==> config.mk <==
export PLATFORM = sky130hd
export DESIGN_NAME = result_serializer
export DESIGN_NICKNAME = d
export VERILOG_FILES = /design/src/rtl/matmul_pkg.sv /design/src/rtl/result_serializer.sv
export SDC_FILE = /design/constraint.sdc
export NUM_CORES = 1
export LEC_CHECK = 0
export CORE_AREA = 8 8 156 121
export CTS_BUF_LIST = sky130_fd_sc_hd__clkbuf_16
export DETAILED_ROUTE_END_ITERATION = 10
export DIE_AREA = 0 0 164 129
export HOLD_SLACK_MARGIN = 0.15
export PLACE_DENSITY = 0.79
export SYNTH_ARGS = -nofsm -noshare
export SYNTH_HDL_FRONTEND = slang
export SYNTH_SLANG_ARGS = --single-unit
==> constraint.sdc <==
create_clock -name clk -period 3 [get_ports clk]
set_clock_uncertainty 0.1 [all_clocks]
set_input_delay 0.6 -clock clk [delete_from_list [all_inputs] [get_ports clk]]
set_output_delay 0.6 -clock clk [all_outputs]
set_load 0.01 [all_outputs]
==> src/rtl/matmul_pkg.sv <==
`default_nettype none
// ---------------------------------------------------------------------------
// matmul_pkg : shared sizes and serializer state encoding.   Rev 1.0
// ---------------------------------------------------------------------------
package matmul_pkg;

  localparam int ELEM_W_DEF = 16;
  localparam int MAX_N_DEF  = 3;
  localparam int CNT_W      = 4;

  typedef enum logic [2:0] {
    IDLE      = 3'd0,
    START     = 3'd1,
    WAIT_ACK  = 3'd2,
    WAIT_FREE = 3'd3,
    NEXT      = 3'd4,
    FINISH    = 3'd5
  } ser_state_t;

endpackage
`default_nettype wire

==> src/rtl/result_serializer.sv <==
`default_nettype none
// ---------------------------------------------------------------------------
// result_serializer : streams a captured NxN result matrix to a UART, MSB first. Rev 1.0
// ---------------------------------------------------------------------------
module result_serializer
  import matmul_pkg::*;
#(
  parameter int ELEM_W = ELEM_W_DEF,
  parameter int MAX_N  = MAX_N_DEF
) (
  input  logic                            clk,
  input  logic                            rst,
  input  logic                            load,
  input  logic [ELEM_W*MAX_N*MAX_N-1:0]   result,
  input  logic [3:0]                      matrix_size,
  input  logic                            tx_busy,
  output logic [7:0]                      tx_data,
  output logic                            tx_start,
  output logic                            busy,
  output logic                            done,
  output logic                            err
);

  localparam int RES_W = ELEM_W * MAX_N * MAX_N;

  ser_state_t             state_q, state_d;
  logic [RES_W-1:0]       data_q, data_d;
  logic [CNT_W-1:0]       n_q, n_d;
  logic [CNT_W-1:0]       row_q, row_d;
  logic [CNT_W-1:0]       col_q, col_d;
  logic                   byte_q, byte_d;
  logic [7:0]             tx_data_q, tx_data_d;
  logic                   tx_start_q, tx_start_d;
  logic                   busy_q, busy_d;
  logic                   done_q, done_d;
  logic                   err_q, err_d;

  logic [ELEM_W-1:0]      cur_elem;
  logic [7:0]             cur_byte;
  logic [CNT_W-1:0]       n_last;
  logic                   size_ok;

  assign size_ok  = (matrix_size != 4'd0) && (matrix_size <= CNT_W'(MAX_N));
  assign n_last   = n_q - CNT_W'(1);
  assign cur_byte = byte_q ? cur_elem[7:0] : cur_elem[ELEM_W-1 -: 8];

  always_comb begin
    cur_elem = '0;
    for (int r = 0; r < MAX_N; r++) begin
      for (int c = 0; c < MAX_N; c++) begin
        if (row_q == CNT_W'(r) && col_q == CNT_W'(c)) begin
          cur_elem = data_q[(r*MAX_N+c)*ELEM_W +: ELEM_W];
        end
      end
    end
  end

  always_comb begin
    state_d    = state_q;
    data_d     = data_q;
    n_d        = n_q;
    row_d      = row_q;
    col_d      = col_q;
    byte_d     = byte_q;
    tx_data_d  = tx_data_q;
    tx_start_d = 1'b0;
    busy_d     = busy_q;
    done_d     = 1'b0;
    err_d      = 1'b0;

    case (state_q)
      IDLE: begin
        if (load) begin
          if (size_ok) begin
            data_d  = result;
            n_d     = matrix_size;
            row_d   = '0;
            col_d   = '0;
            byte_d  = 1'b0;
            busy_d  = 1'b1;
            state_d = START;
          end else begin
            err_d = 1'b1;
          end
        end
      end
      // A transmitter that is still busy from elsewhere holds the strobe back.
      START: begin
        if (!tx_busy) begin
          tx_data_d  = cur_byte;
          tx_start_d = 1'b1;
          state_d    = WAIT_ACK;
        end
      end
      WAIT_ACK: begin
        if (tx_busy) state_d = WAIT_FREE;
      end
      WAIT_FREE: begin
        if (!tx_busy) state_d = NEXT;
      end
      NEXT: begin
        state_d = START;
        if (!byte_q) begin
          byte_d = 1'b1;
        end else begin
          byte_d = 1'b0;
          if (col_q == n_last) begin
            col_d = '0;
            if (row_q == n_last) begin
              state_d = FINISH;
            end else begin
              row_d = row_q + CNT_W'(1);
            end
          end else begin
            col_d = col_q + CNT_W'(1);
          end
        end
      end
      FINISH: begin
        done_d  = 1'b1;
        busy_d  = 1'b0;
        state_d = IDLE;
      end
      default: state_d = IDLE;
    endcase
  end

  always_ff @(posedge clk) begin
    if (!rst) begin
      state_q    <= IDLE;
      data_q     <= '0;
      n_q        <= '0;
      row_q      <= '0;
      col_q      <= '0;
      byte_q     <= 1'b0;
      tx_data_q  <= 8'h00;
      tx_start_q <= 1'b0;
      busy_q     <= 1'b0;
      done_q     <= 1'b0;
      err_q      <= 1'b0;
    end else begin
      state_q    <= state_d;
      data_q     <= data_d;
      n_q        <= n_d;
      row_q      <= row_d;
      col_q      <= col_d;
      byte_q     <= byte_d;
      tx_data_q  <= tx_data_d;
      tx_start_q <= tx_start_d;
      busy_q     <= busy_d;
      done_q     <= done_d;
      err_q      <= err_d;
    end
  end

  assign tx_data  = tx_data_q;
  assign tx_start = tx_start_q;
  assign busy     = busy_q;
  assign done     = done_q;
  assign err      = err_q;

endmodule
`default_nettype wire

==> impl.org, run 1 <==
** Power and ir drop
- Reported leakage power :: approximately 3.7 nW
- Net switching power :: 1.22 mW
- Of the total power, the share spent switching nets is 0.227.
- VDD IR max :: between 300 and 400 uV
- Dividing total power by cell area gives a power density of 491 mW/mm^2.
- Int Pwr :: 4.13 mW
- Sequential cell fraction of total power :: 0.447
- Of the total power, the clock network draws 0.462.
- Comb power frac :: 0.091

** STA
- In this run the tightest slew margin relative to its limit is 0.586.
- Fraction of the cycle the final worst path needs :: 0.894
- The worst path needs about 2700 ps of the cycle, external delays included.
- At the pin with the least slew margin, the transition time is approximately 620 ps.
- Finish-stage setup viols :: 0
- For this run, the top clock speed supported by timing is 373 MHz.
- Setup repair after global routing left no endpoint under its margin.
- The final count of hold timing violations was 0.
- Max-slew violation count :: 0
- Setup total negative slack on the finished layout was measured at 0 ps.

** Placed design
- Routability-driven placement finished with a final weighted congestion of between 0.9 and 1.
- Once placement finished, the instance area stood at 0.0102 mm^2.
- Port buffering added 163 buffers.
- The HPWL after detailed placement is between 15000 and 20000 um.

** Synthesis
- Seq/Total Area, Yosys :: 0.411
- Summed instance area of the synthesized netlist :: 0.00838 mm^2
- When the netlist entered floorplanning its net count stood at between 1000 and 1500.
- For this run, the number of Yosys warnings is 0.
- In this run, synthesis produced a sequential element count of between 150 and 200.
- Of all flip-flops after synthesis, the portion carrying an async set or reset was 0.
- Cell variety after synth :: 61
- The most used flip-flop cell after synthesis is sky130_fd_sc_hd__dfxtp_1.
- The biggest area contributor in the post-synthesis netlist is sky130_fd_sc_hd__dfxtp_1.
- Post-synthesis cell count :: roughly 1100
- Avg Synthesized Cell Area :: about 7.6 um^2
- Of the post-synthesis cell area, the dominant cell type holds 0.411.
- Count of flip-flops with a built-in enable after synthesis :: 0
- Yosys attributes the largest share of cell area to sky130_fd_sc_hd__dfxtp_1 (41%), sky130_fd_sc_hd__nand2_1 (16%), sky130_fd_sc_hd__a21boi_0 (13%), sky130_fd_sc_hd__a21oi_1 (4.7%), sky130_fd_sc_hd__clkbuf_1 (2.5%).

** Floorplan
- Pin placement for this block handled approximately 160 I/O pins.
- The die is ~160 um wide.
- For this configuration, the core starts out at a cell density of 0.509.
- In this run the standard cell core region covers approximately 0.016 mm^2.
- The floorplan step set the die height to between 100 and 150 um.
- The floorplan has around 40 rows.
- Total Die Area :: 0.0212 mm^2

** Cells and area
- Final design area excluding fillers :: around 0.011 mm^2
- At the end of the flow, the number of nets in the layout was about 1400.
- Inserted Diodes :: 0
- Relative to the synthesized area, the layout overhead comes to 29.9%.
- Layout cell share with drive strength beyond 1 :: 0.0566
- Leaving out fill and tap cells, the most frequent cells in the layout are sky130_fd_sc_hd__nand2_1 (360), sky130_fd_sc_hd__dfxtp_1 (172), sky130_fd_sc_hd__clkdlybuf4s50_1 (162).
- The library cell used most frequently in the layout, excluding fill and tap cells, is sky130_fd_sc_hd__nand2_1.

** Hold path
- Hold EP :: data_q[0]$_SDFFE_PN0P_
- The startpoint identified for the worst hold timing path is data_q[0]$_SDFFE_PN0P_.
- The worst hold path belongs to the class reg -> reg.
- Counting instances, the worst hold path has a depth of 2.

** Clock tree
- In this run, post-CTS hold repair placed 0 buffers.
- Number of buffers added by the clock tree synthesis step :: 17
- In this run the post-CTS setup repair buffer count came out at 0.
- Maximum number of buffers from clock root to sink :: 2
- Source-to-sink clock delay at the later pin of the worst-skew pair :: about 430 ps
- Gates resized during post-CTS repair numbered 0.
- Total clock sinks :: 172
- TritonCTS built the clock tree.
- Clock-pin transition on the worst setup and hold timing paths :: 60 ps
- Clock tree root driver cell :: sky130_fd_sc_hd__clkbuf_16
- The H-tree generated during clock tree synthesis spans 4 levels.

** Drt
- Post-DRT Antenna Nets :: 0
- The first detailed-routing pass took 5 iterations.
- The detailed router placed 8070 vias in this run.
- Number of DRC violations after detailed routing :: 0
- Drt via density :: around 5.6
- First-iteration detailed-routing DRC count :: roughly 740
- Routed wire length :: ~25000 um
- Dividing the detail-routed wire length by the instance count gives 17.3 um.

** Worst setup path
- In this run the critical register-to-register path is launched from col_q[0]$_SDFFE_PN0P_.
- Critical Path Start Type :: flop
- For flop-to-flop paths, the worst setup slack is approximately 320 ps.
- Type of destination of the critical path :: flop
- The setup path with the least slack is of type reg -> reg.
- WP data arrival :: about 2900 ps
- Of all nets on the critical path, the largest fanout is 28.
- The endpoint identified for the worst register-to-register timing path is tx_data[5]$_SDFFE_PN0P_.
- At the worst endpoint, the required time is about 3300 ps.
- Measured in cells, the most critical reg-to-reg path has a length of 9.

** Run status
- Status :: finished, final reports clean

** Global routing
- Vias in the first global route :: ~7600
- After global routing the overflow that remains totals 0.
- Pin count of the biggest net entering global routing :: 93
- The initial antenna violation count was 0.
- The first global-routing pass estimated 40400 um of wire.
- For this run, the total global-route usage over all layers was measured as 0.239.

** Run
- Across the run, the number of max-cap violations was 0.
==> final cells by class <==
cell class,instances,area (um^2)
clock buffer,17,425
sequential,172,3440
timing repair buffer,191,1900
fill,1416,5590
inverter,19,71.3
multi-input combinational,823,4540
tap,215,269
clock inverter,15,231
==> metal layers <==
metal / GRT usage / vias to the layer above / wire length (um)
li1: - / 3984 / -
met1: 0.335 / 3777 / 11800
met2: 0.346 / 278 / 10900
met3: 0.0721 / 31 / 2060
met4: 0.0699 / 0 / 435
met5: 0 / - / 0
==> cell usage after synthesis, types with 8 or more instances <==
cell type	instances
sky130_fd_sc_hd__a21boi_0	144
sky130_fd_sc_hd__a21oi_1	78
sky130_fd_sc_hd__and2_1	10
sky130_fd_sc_hd__buf_2	22
sky130_fd_sc_hd__clkbuf_1	56
sky130_fd_sc_hd__dfxtp_1	172
sky130_fd_sc_hd__ha_1	9
sky130_fd_sc_hd__inv_1	17
sky130_fd_sc_hd__nand2_1	361
sky130_fd_sc_hd__nand3_1	17
sky130_fd_sc_hd__nand3b_1	22
sky130_fd_sc_hd__nor2_1	21
sky130_fd_sc_hd__nor2b_1	8
sky130_fd_sc_hd__o211ai_1	9
sky130_fd_sc_hd__o21ai_0	28
sky130_fd_sc_hd__o22ai_1	13
sky130_fd_sc_hd__xnor2_1	10
==> power groups by stage <==
stage                     logic [mW]  clock network [mW]  registers [mW]
after floorplan                0.200                   0            2.43
after global placement         0.478                   0            2.44
after detailed placement       0.481                   0            2.44
after CTS                      0.485                2.49            2.39
after global routing           0.528                2.60            2.39
final                          0.486                2.47            2.39
==> stage by stage <==
| step | total power, mW | cells | hold slack (ps) | worst slack, ps | util |
|---|---|---|---|---|---|
| 6_report | 5.34 | 1452 | 361 | 317 | 0.661 |
| 5_1_grt | 5.52 | 1452 | 377 | 112 | 0.661 |
| 4_1_cts | 5.36 | 1452 | 364 | 327 | 0.661 |
| 3_5_place_dp | 2.92 | 1420 | 354 | 306 | 0.621 |
| 3_3_place_gp | 2.91 | 1420 | 350 | 405 | 0.621 |
| 2_1_floorplan | 2.63 | 1098 | 335 | 804 | - |
==> sequential cells by signal (all words and copies together) (netlist names) <==
| register | cells |
|---|---|
| data_q | 144 |
| tx_data | 8 |
| col_q | 4 |
| n_q | 4 |
| row_q | 4 |
| state_q | 3 |
| busy | 1 |
| byte_q | 1 |
| done | 1 |
| err | 1 |
| tx_start | 1 |
==> worst max-delay path, stage by stage, from the launching register on <==
cell,delay (ps)
sky130_fd_sc_hd__dfxtp_1,390
sky130_fd_sc_hd__inv_1,120
sky130_fd_sc_hd__ha_2,590
sky130_fd_sc_hd__buf_4,280
sky130_fd_sc_hd__nand3b_1,110
sky130_fd_sc_hd__a21oi_1,230
sky130_fd_sc_hd__a21oi_1,120
sky130_fd_sc_hd__o221ai_1,310
sky130_fd_sc_hd__a21oi_1,140
sky130_fd_sc_hd__a211oi_1,200
==> how the worst max path moves through the flow <==
stage                          startpoint  cells past startpoint  slack (ps)                       to
finish              col_q[0]$_SDFFE_PN0P_                      9         320  tx_data[5]$_SDFFE_PN0P_
global route        col_q[0]$_SDFFE_PN0P_                      8         110  tx_data[6]$_SDFFE_PN0P_
CTS                 col_q[0]$_SDFFE_PN0P_                      9         330  tx_data[5]$_SDFFE_PN0P_
detailed placement                   load                      6         310  data_q[51]$_SDFFE_PN0P_
global placement                     load                      6         400  data_q[47]$_SDFFE_PN0P_
floorplan           col_q[1]$_SDFFE_PN0P_                     10         800  tx_data[6]$_SDFFE_PN0P_
==> cells by family (layout without fill, tap and decap cells) <==
family          after synthesis  in the layout  share of synthesized area
simple gates                475            475                      0.247
flops                       172            172                      0.411
compound gates              326            326                      0.263
buf+inv                     103            242                     0.0499
xor+xnor                     12             12                     0.0125
mux                           1              1                    0.00269
fa+ha+maj                     9              9                     0.0134
Power figures use the tool's default switching activity.
==> run 2, diff against run 1 <==
- MAX_ROUTING_LAYER: not set -> met4
==> run 2 against run 1 <==
  * Wire length down 0.94%
  * Global-route usage up 0.75 points
  * Die area unchanged
  * Highest routed layer unchanged
  * First-iteration DRC count down 1.3%
  * Clock-buffer cell count unchanged
  * Non-clock buffer count is 1 lower
  * Fmax is 2.3% lower
  * Critical endpoint is now tx_data[6]$_SDFFE_PN0P_
==> impl.org, run 2 (synthesis gave the netlist of run 1 again) <==
** Floorplan
- Total I/O pin count :: about 160
- Die span in y :: between 100 and 150 um
- Number of rows created at floorplan :: between 40 and 50
- The core region is between 0.015 and 0.02 mm^2.
- Horizontal die dimension :: approximately 160 um
- Initial core utilization :: 0.509
- The die covers between 0.02 and 0.025 mm^2.

** Cells and area
- Counting flops per register, the top entry is data_q.
- Registers take 0.00344 mm^2.
- Relative to the synthesized area, the layout overhead comes to 28.9%.
- Multi-input logic area :: between 0.004 and 0.005 mm^2
- In the final layout, the share of cells above drive strength 1 is 0.0526.
- The repair_antennas step left the layout with diodes totalling 0.
- The library cell used most frequently in the layout, excluding fill and tap cells, is sky130_fd_sc_hd__nand2_1.
- The register with the most flip-flops in the layout has approximately 140 of them.
- Fill cells in the final layout number 1443.
- The library cells used most frequently in the layout, excluding fill and tap cells, are sky130_fd_sc_hd__nand2_1 (360), sky130_fd_sc_hd__dfxtp_1 (172), sky130_fd_sc_hd__clkdlybuf4s50_1 (162).
- Net count of the finished layout :: ~1400

** Worst setup path
- Path type of the worst setup path :: reg -> reg
- STA puts the critical path data arrival time at 3020 ps.
- At the worst endpoint, the required time is approximately 3300 ps.
- STA classifies the critical path endpoint as a flop.
- STA classifies the critical path startpoint as a flop.
- Of all nets on the critical path, the largest fanout is 25.
- R2r setup slk :: around 260 ps

** STA
- Setup repair after global routing left no endpoint under its margin.
- The final count of hold timing violations was 0.
- Max-slew violation count :: 0
- Fraction of the cycle the final worst path needs :: 0.915
- Summed over all failing endpoints, the final setup total negative slack is 0 ps.
- Worst-case setup margin in the final layout :: roughly 260 ps
- Timing would allow up to between 300 and 400 MHz.
- The clock period could shrink to 2740 ps.
- The worst pin sits at a relative slew slack of 0.572.
- For the pin with the worst max-slew slack, the measured transition is between 600 and 700 ps.
- Setup violations remaining at the end of the flow were counted as 0.

** Global routing
- Pin count of the biggest net entering global routing :: 93
- Global routing usage on met1 :: 0.331
- For this run the aggregate overflow at the end of global routing stands at 0.
- The number of global-route vias before repair was 7827.
- GR Layer Usage met3 :: 0.0587
- The initial antenna violation count is 0.
- For met2 alone, demand over resource in global routing was 0.360.
- The first global-routing pass estimated 40200 um of wire.
- Across every metal layer, demand over resource in global routing totals 0.246.
- Highest-utilization routing layer at the global route stage :: met2

** Clock tree
- Maximum number of buffers from clock root to sink :: 2
- In this run, post-CTS hold repair placed 0 buffers.
- Total clock sinks :: around 170
- Clock tree synthesis inserted a total of 17 buffers.
- Clock tree root driver cell :: sky130_fd_sc_hd__clkbuf_16
- Clock tree from TritonCTS :: built
- Source-to-sink clock delay at the later pin of the worst-skew pair :: around 440 ps
- Post-CTS Setup Inserts :: 0
- The clock tree synthesis step divided the H-tree into 4 levels.
- Clock-pin slew was measured on the worst setup and hold paths at about 60 ps.
- Post-cts sizing count :: 0

** Drt
- Post-detailed-route wirelength per cell :: between 15 and 20 um
- In the routed layout, each cell is associated on average with a via count of between 5 and 6.
- Detailed-route via count :: 8047
- Number of optimization iterations in the first detailed-route pass :: 5
- Post-DRT Antenna Nets :: 0
- The first routing iteration left 732 violations.
- Number of DRC violations after detailed routing :: 0
- After detailed routing, the total wire length is 24900 um.

** Power and ir drop
- Power per unit of standard cell area :: between 400 and 500 mW/mm^2
- Reported leakage power :: ~3.6 nW
- In this run the power spent charging and discharging nets is ~1.2 mW.
- Of the total power, the clock network draws 0.436.
- Of the total power, the share spent switching nets is 0.229.
- IR analysis of the VDD net gives a maximum drop of 313 uV.
- Int Pwr :: 3.92 mW
- The share of total power dissipated in combinational logic is 0.095.
- Sequential cell fraction of total power :: 0.469

** Placed design
- HPWL after DPL :: 17900 um
- The congestion estimate from routability-driven global placement came to roughly 0.92.
- Prior to clock tree synthesis, the placed netlist has a worst setup slack of about 270 ps.
- Number of buffers inserted by port buffering :: 163

** Run status
- The run finished with clean final reports.

** Hold path
- Hold WC Path Type :: reg -> reg

** Run
- Maximum capacitance violations :: 0
==> run 2: cell types whose count changed in the layout (fill, tap and decap cells not counted) <==
cell and change:
sky130_fd_sc_hd__inv_1 +2, sky130_fd_sc_hd__clkinv_1 +2, sky130_fd_sc_hd__clkinvlp_4 +1, sky130_fd_sc_hd__inv_8 -1, sky130_fd_sc_hd__bufinv_16 -2, sky130_fd_sc_hd__buf_4 -1
sky130_fd_sc_hd__inv_6 -4, sky130_fd_sc_hd__clkinv_2 +2
==> run 2: power groups by stage <==
| stage | Sequential [mW] | Combinational (mW) | Clock [mW] |
|---|---|---|---|
| floorplan | 2.43 | 0.200 | 0 |
| global placement | 2.44 | 0.478 | 0 |
| detailed placement | 2.44 | 0.482 | 0 |
| CTS | 2.39 | 0.485 | 2.24 |
| global route | 2.39 | 0.527 | 2.33 |
| finish | 2.39 | 0.484 | 2.22 |
==> run 2: stage by stage <==
stage	hold WS, ps	area (um^2)	std cells	total power, mW	utilization
final	358	10800	1451	5.09	0.656
after global routing	380	10800	1451	5.25	0.656
after detailed placement	350	10200	1419	2.92	0.620
after CTS	358	10800	1451	5.11	0.656
after floorplan	335	8380	1098	2.63	-
after global placement	345	10200	1419	2.91	0.620
==> run 2: layer usage <==
metal / vias to the layer above / part of all wire
met5: - / 0
met1: 3727 / 0.47
met3: 33 / 0.077
li1: 3984 / -
met4: 0 / 0.017
met2: 303 / 0.44
==> run 2: layout make-up <==
class | count | share of cell area
Tap cell | 215 | 0.0249
Inverter | 19 | 0.00660
Clock inverter | 15 | 0.0146
Multi-Input combinational cell | 823 | 0.420
Sequential cell | 172 | 0.319
Clock buffer | 17 | 0.0394
Timing Repair Buffer | 190 | 0.175
==> run 2: final timing paths <==
path | startpoint | to | cells past startpoint
max | col_q[0]$_SDFFE_PN0P_ | tx_data[6]$_SDFFE_PN0P_ | 8
min | data_q[3]$_SDFFE_PN0P_ | data_q[3]$_SDFFE_PN0P_ | 2
max reg2reg | col_q[0]$_SDFFE_PN0P_ | tx_data[6]$_SDFFE_PN0P_ | 8
min reg2reg | data_q[3]$_SDFFE_PN0P_ | data_q[3]$_SDFFE_PN0P_ | 2
==> run 2: worst max-delay path: stages (launching register included) <==
cell                        delay (ps)
sky130_fd_sc_hd__dfxtp_1           470
sky130_fd_sc_hd__ha_2              570
sky130_fd_sc_hd__buf_4             280
sky130_fd_sc_hd__nand2_1            80
sky130_fd_sc_hd__a21oi_1           190
sky130_fd_sc_hd__a21oi_1            70
sky130_fd_sc_hd__a211o_1           260
sky130_fd_sc_hd__a2111oi_0         470
sky130_fd_sc_hd__a311o_1           200
==> run 3, diff against run 2 <==
- clock period: 3 -> 2.8 ns (I/O delays scaled with it)
==> run 3 against run 2 <==
  * Sequential share of layout area decreased by 0.12 points
  * Largest cell class unchanged
  * First-iteration DRC count shrank 19%
  * Hold slack improved by 4.0 ps
==> impl.org, run 3 (synthesis gave the netlist of run 1 again) <==
** Worst setup path
- Startpoint of the worst-slack reg-to-reg timing path :: col_q[0]$_SDFFE_PN0P_
- Worst-path fanout max :: 20
- The worst setup path is of the reg -> reg kind.
- In this run the critical register-to-register path is captured at tx_data[4]$_SDFFE_PN0P_.
- At the worst endpoint, the required time is 3050 ps.
- For flop-to-flop paths, the worst setup slack is about 230 ps.
- The slowest stage of the critical path belongs to the cell sky130_fd_sc_hd__dfxtp_1.
- STA classifies the critical path endpoint as a flop.
- On the worst path, the slowest cell contributes a delay of roughly 480 ps.
- WP data arrival :: roughly 2800 ps
- Walking the worst path, the cells encountered are inv_1, ha_2, buf_12, o21ai_0, nand4_1, o221ai_1, a21oi_1, a211oi_1.
- The worst setup path is launched from a flop.
- R2R cell count :: 8

** Hold path
- The worst hold path begins at data_q[8]$_SDFFE_PN0P_.
- The worst hold path belongs to the class reg -> reg.
- The path with the worst hold slack has its endpoint at data_q[8]$_SDFFE_PN0P_.
- Worst Hold Depth :: 2

** Cells and area
- 0 antenna diodes ended up in the layout.
- Area growth syn-to-layout :: 29.4%
- Net count of the finished layout :: 1384
- Final design area excluding fillers :: roughly 0.011 mm^2
- In the final layout, flip-flops and latches occupy between 0.003 and 0.004 mm^2.
- In the final layout, the share of cells above drive strength 1 is 0.0558.
- The library cell used most frequently in the layout, excluding fill and tap cells, is sky130_fd_sc_hd__nand2_1.
- The register with the most flip-flops in the layout has between 100 and 150 of them.
- The filler cells instantiated in the layout total ~1400.
- Largest register by flop count :: data_q
- Summing all multi-input logic gate instances after layout gives between 0.004 and 0.005 mm^2.
- The top cell types in the final layout, fill and taps aside, are sky130_fd_sc_hd__nand2_1 (360), sky130_fd_sc_hd__dfxtp_1 (172), sky130_fd_sc_hd__clkdlybuf4s50_1 (162).
- For this run, the share of the core covered by cells in the final layout is 0.658.

** Floorplan
- Total Die Area :: 0.0212 mm^2
- From bottom edge to top edge, the die measures around 130 um.
- Initial core utilization :: 0.509
- Core box area :: 0.0165 mm^2
- In this run the core area contains a little over 40 standard-cell rows.
- ~160 I/O pins were placed.
- Horizontal die dimension :: roughly 160 um

** Drt
- After the first detailed-routing iteration, the DRC count stood at 595.
- Wires add up to approximately 25000 um.
- Post-detailed-route wirelength per cell :: 17.3 um
- Post-DRT Antenna Nets :: 0
- Number of optimization iterations in the first detailed-route pass :: 5
- Dividing the detail-routed via count by the number of cells gives approximately 5.5.
- Across all layers, the routed design uses 8017 vias.
- After detailed routing, the number of remaining DRC violations is 0.

** Clock tree
- Clock tree synthesis selected as its root buffer the cell sky130_fd_sc_hd__clkbuf_16.
- CTS Hold Buffers Added :: 0
- Post-cts sizing count :: 0
- Counting along the longest clock path gives a buffer depth of 2.
- After clock tree synthesis, the clock-pin slew on the worst setup and hold paths is around 70 ps.
- The number of setup buffers added after CTS is 0.
- In this run, CTS created clock tree buffers numbering 17.
- For the worst-skew pair, the clock arrives at the later sink with an insertion delay of 440 ps.
- TritonCTS built the clock tree.
- In this run the number of H-tree levels came out at 4.
- Counting every sink on the clock net gives 172.

** Power and ir drop
- Fraction of power spent switching nets :: 0.239
- Net switching power :: 1.30 mW
- Of the total power, registers draw 0.469.
- Reported leakage power :: ~3.7 nW
- Of the total power, combinational logic draws 0.096.
- VDD IR max :: 322 uV
- Clock power frac :: 0.435
- Power per unit of standard cell area :: just over 500 mW/mm^2
- Cell internal power was estimated by the tool at roughly 4.1 mW.

** STA
- Unrepaired setup endpoints after global routing :: no
- Total negative slack for setup checks :: 0 ps
- F_max :: between 300 and 400 MHz
- In the post-route analysis, the smallest setup slack over all paths is ~230 ps.
- Slew at the pin closest to its max-slew limit :: between 500 and 600 ps
- The final count of hold timing violations came to 0.
- The max-slew violation count is 0.
- In the finished design, the share of the clock period the worst path needs comes to 0.919.
- Setup violations remaining at the end of the flow were counted as 0.
- Min Clock Period, post-route :: between 2000 and 3000 ps
- Worst slew slack as a fraction of its limit :: 0.603

** Placed design
- Placement Cell Area :: just over 0.01 mm^2
- Before CTS, the worst setup slack after placement is ~180 ps.
- Routability-driven placement finished with a final weighted congestion of between 0.9 and 1.
- Once detailed placement completed, the half-perimeter wirelength came to around 18000 um.
- Number of buffers inserted by port buffering :: between 150 and 200

** Global routing
- First-pass GRT wire length :: between 40000 and 50000 um
- The total overflow left after global routing is 0.
- The number of global-route vias before repair is just under 8000.
- Initial antenna violation count :: 0
- Total GRT Usage :: 0.245
- Pin count of the biggest net entering global routing :: ~110

** Run status
- The flow ran to the end, and the final reports show no timing, DRC or antenna violations.

** Run
- Maximum capacitance violations :: 0
==> run 3: cell types whose count changed in the layout (fill, tap and decap cells not counted), moves of 3 or more <==
| cell | previous run | this run |
|---|---|---|
| sky130_fd_sc_hd__inv_6 | 0 | 4 |
| sky130_fd_sc_hd__buf_12 | 5 | 8 |
| sky130_fd_sc_hd__buf_4 | 23 | 20 |
| sky130_fd_sc_hd__clkinv_1 | 5 | 2 |
==> run 3: worst max-delay path by stage <==
stage	start	endpoint	slack (ps)	depth (start not counted)
global placement	load	data_q[42]$_SDFFE_PN0P_	250	6
finish	col_q[0]$_SDFFE_PN0P_	tx_data[4]$_SDFFE_PN0P_	230	8
CTS	col_q[0]$_SDFFE_PN0P_	tx_data[5]$_SDFFE_PN0P_	240	8
detailed placement	load	data_q[105]$_SDFFE_PN0P_	180	6
floorplan	col_q[1]$_SDFFE_PN0P_	tx_data[6]$_SDFFE_PN0P_	600	10
global route	col_q[0]$_SDFFE_PN0P_	tx_data[5]$_SDFFE_PN0P_	40	8
==> run 3: power by group through the flow <==
| stage | clock (mW) | combinational, mW | sequential (mW) |
|---|---|---|---|
| finish | 2.37 | 0.521 | 2.56 |
| global route | 2.51 | 0.565 | 2.56 |
| CTS | 2.40 | 0.520 | 2.56 |
| detailed placement | 0 | 0.516 | 2.61 |
| global placement | 0 | 0.514 | 2.61 |
| floorplan | 0 | 0.214 | 2.60 |
==> run 3: metrics by stage <==
step                total power [mW]  std cells  hold WS [ps]
finish                          5.45       1451           362
detailed placement              3.13       1419           355
CTS                             5.48       1451           364
global route                    5.64       1451           383
floorplan                       2.82       1098           335
global placement                3.12       1419           345
==> run 3: per-layer routing <==
metal	vias up	track usage	wire length (um)
met1	3722	0.334	11800
met5	-	-	0
met2	282	0.359	11200
met4	0	0.0683	399
met3	29	0.0562	1700
li1	3984	-	-
==> run 3: cell type report <==
type | count | share of cell area
Clock inverter | 15 | 0.0150
Tap cell | 215 | 0.0248
Clock buffer | 17 | 0.0392
Timing Repair Buffer | 190 | 0.178
Inverter | 19 | 0.00658
Multi-Input combinational cell | 823 | 0.419
Sequential cell | 172 | 0.318
==> run 3: critical path, delay by kind of cell, from the launching register on <==
kind	cells	cell delay, ps
compound gates	4	890
flops	1	480
fa+ha+maj	1	350
buf+inv	2	340
simple gates	1	330
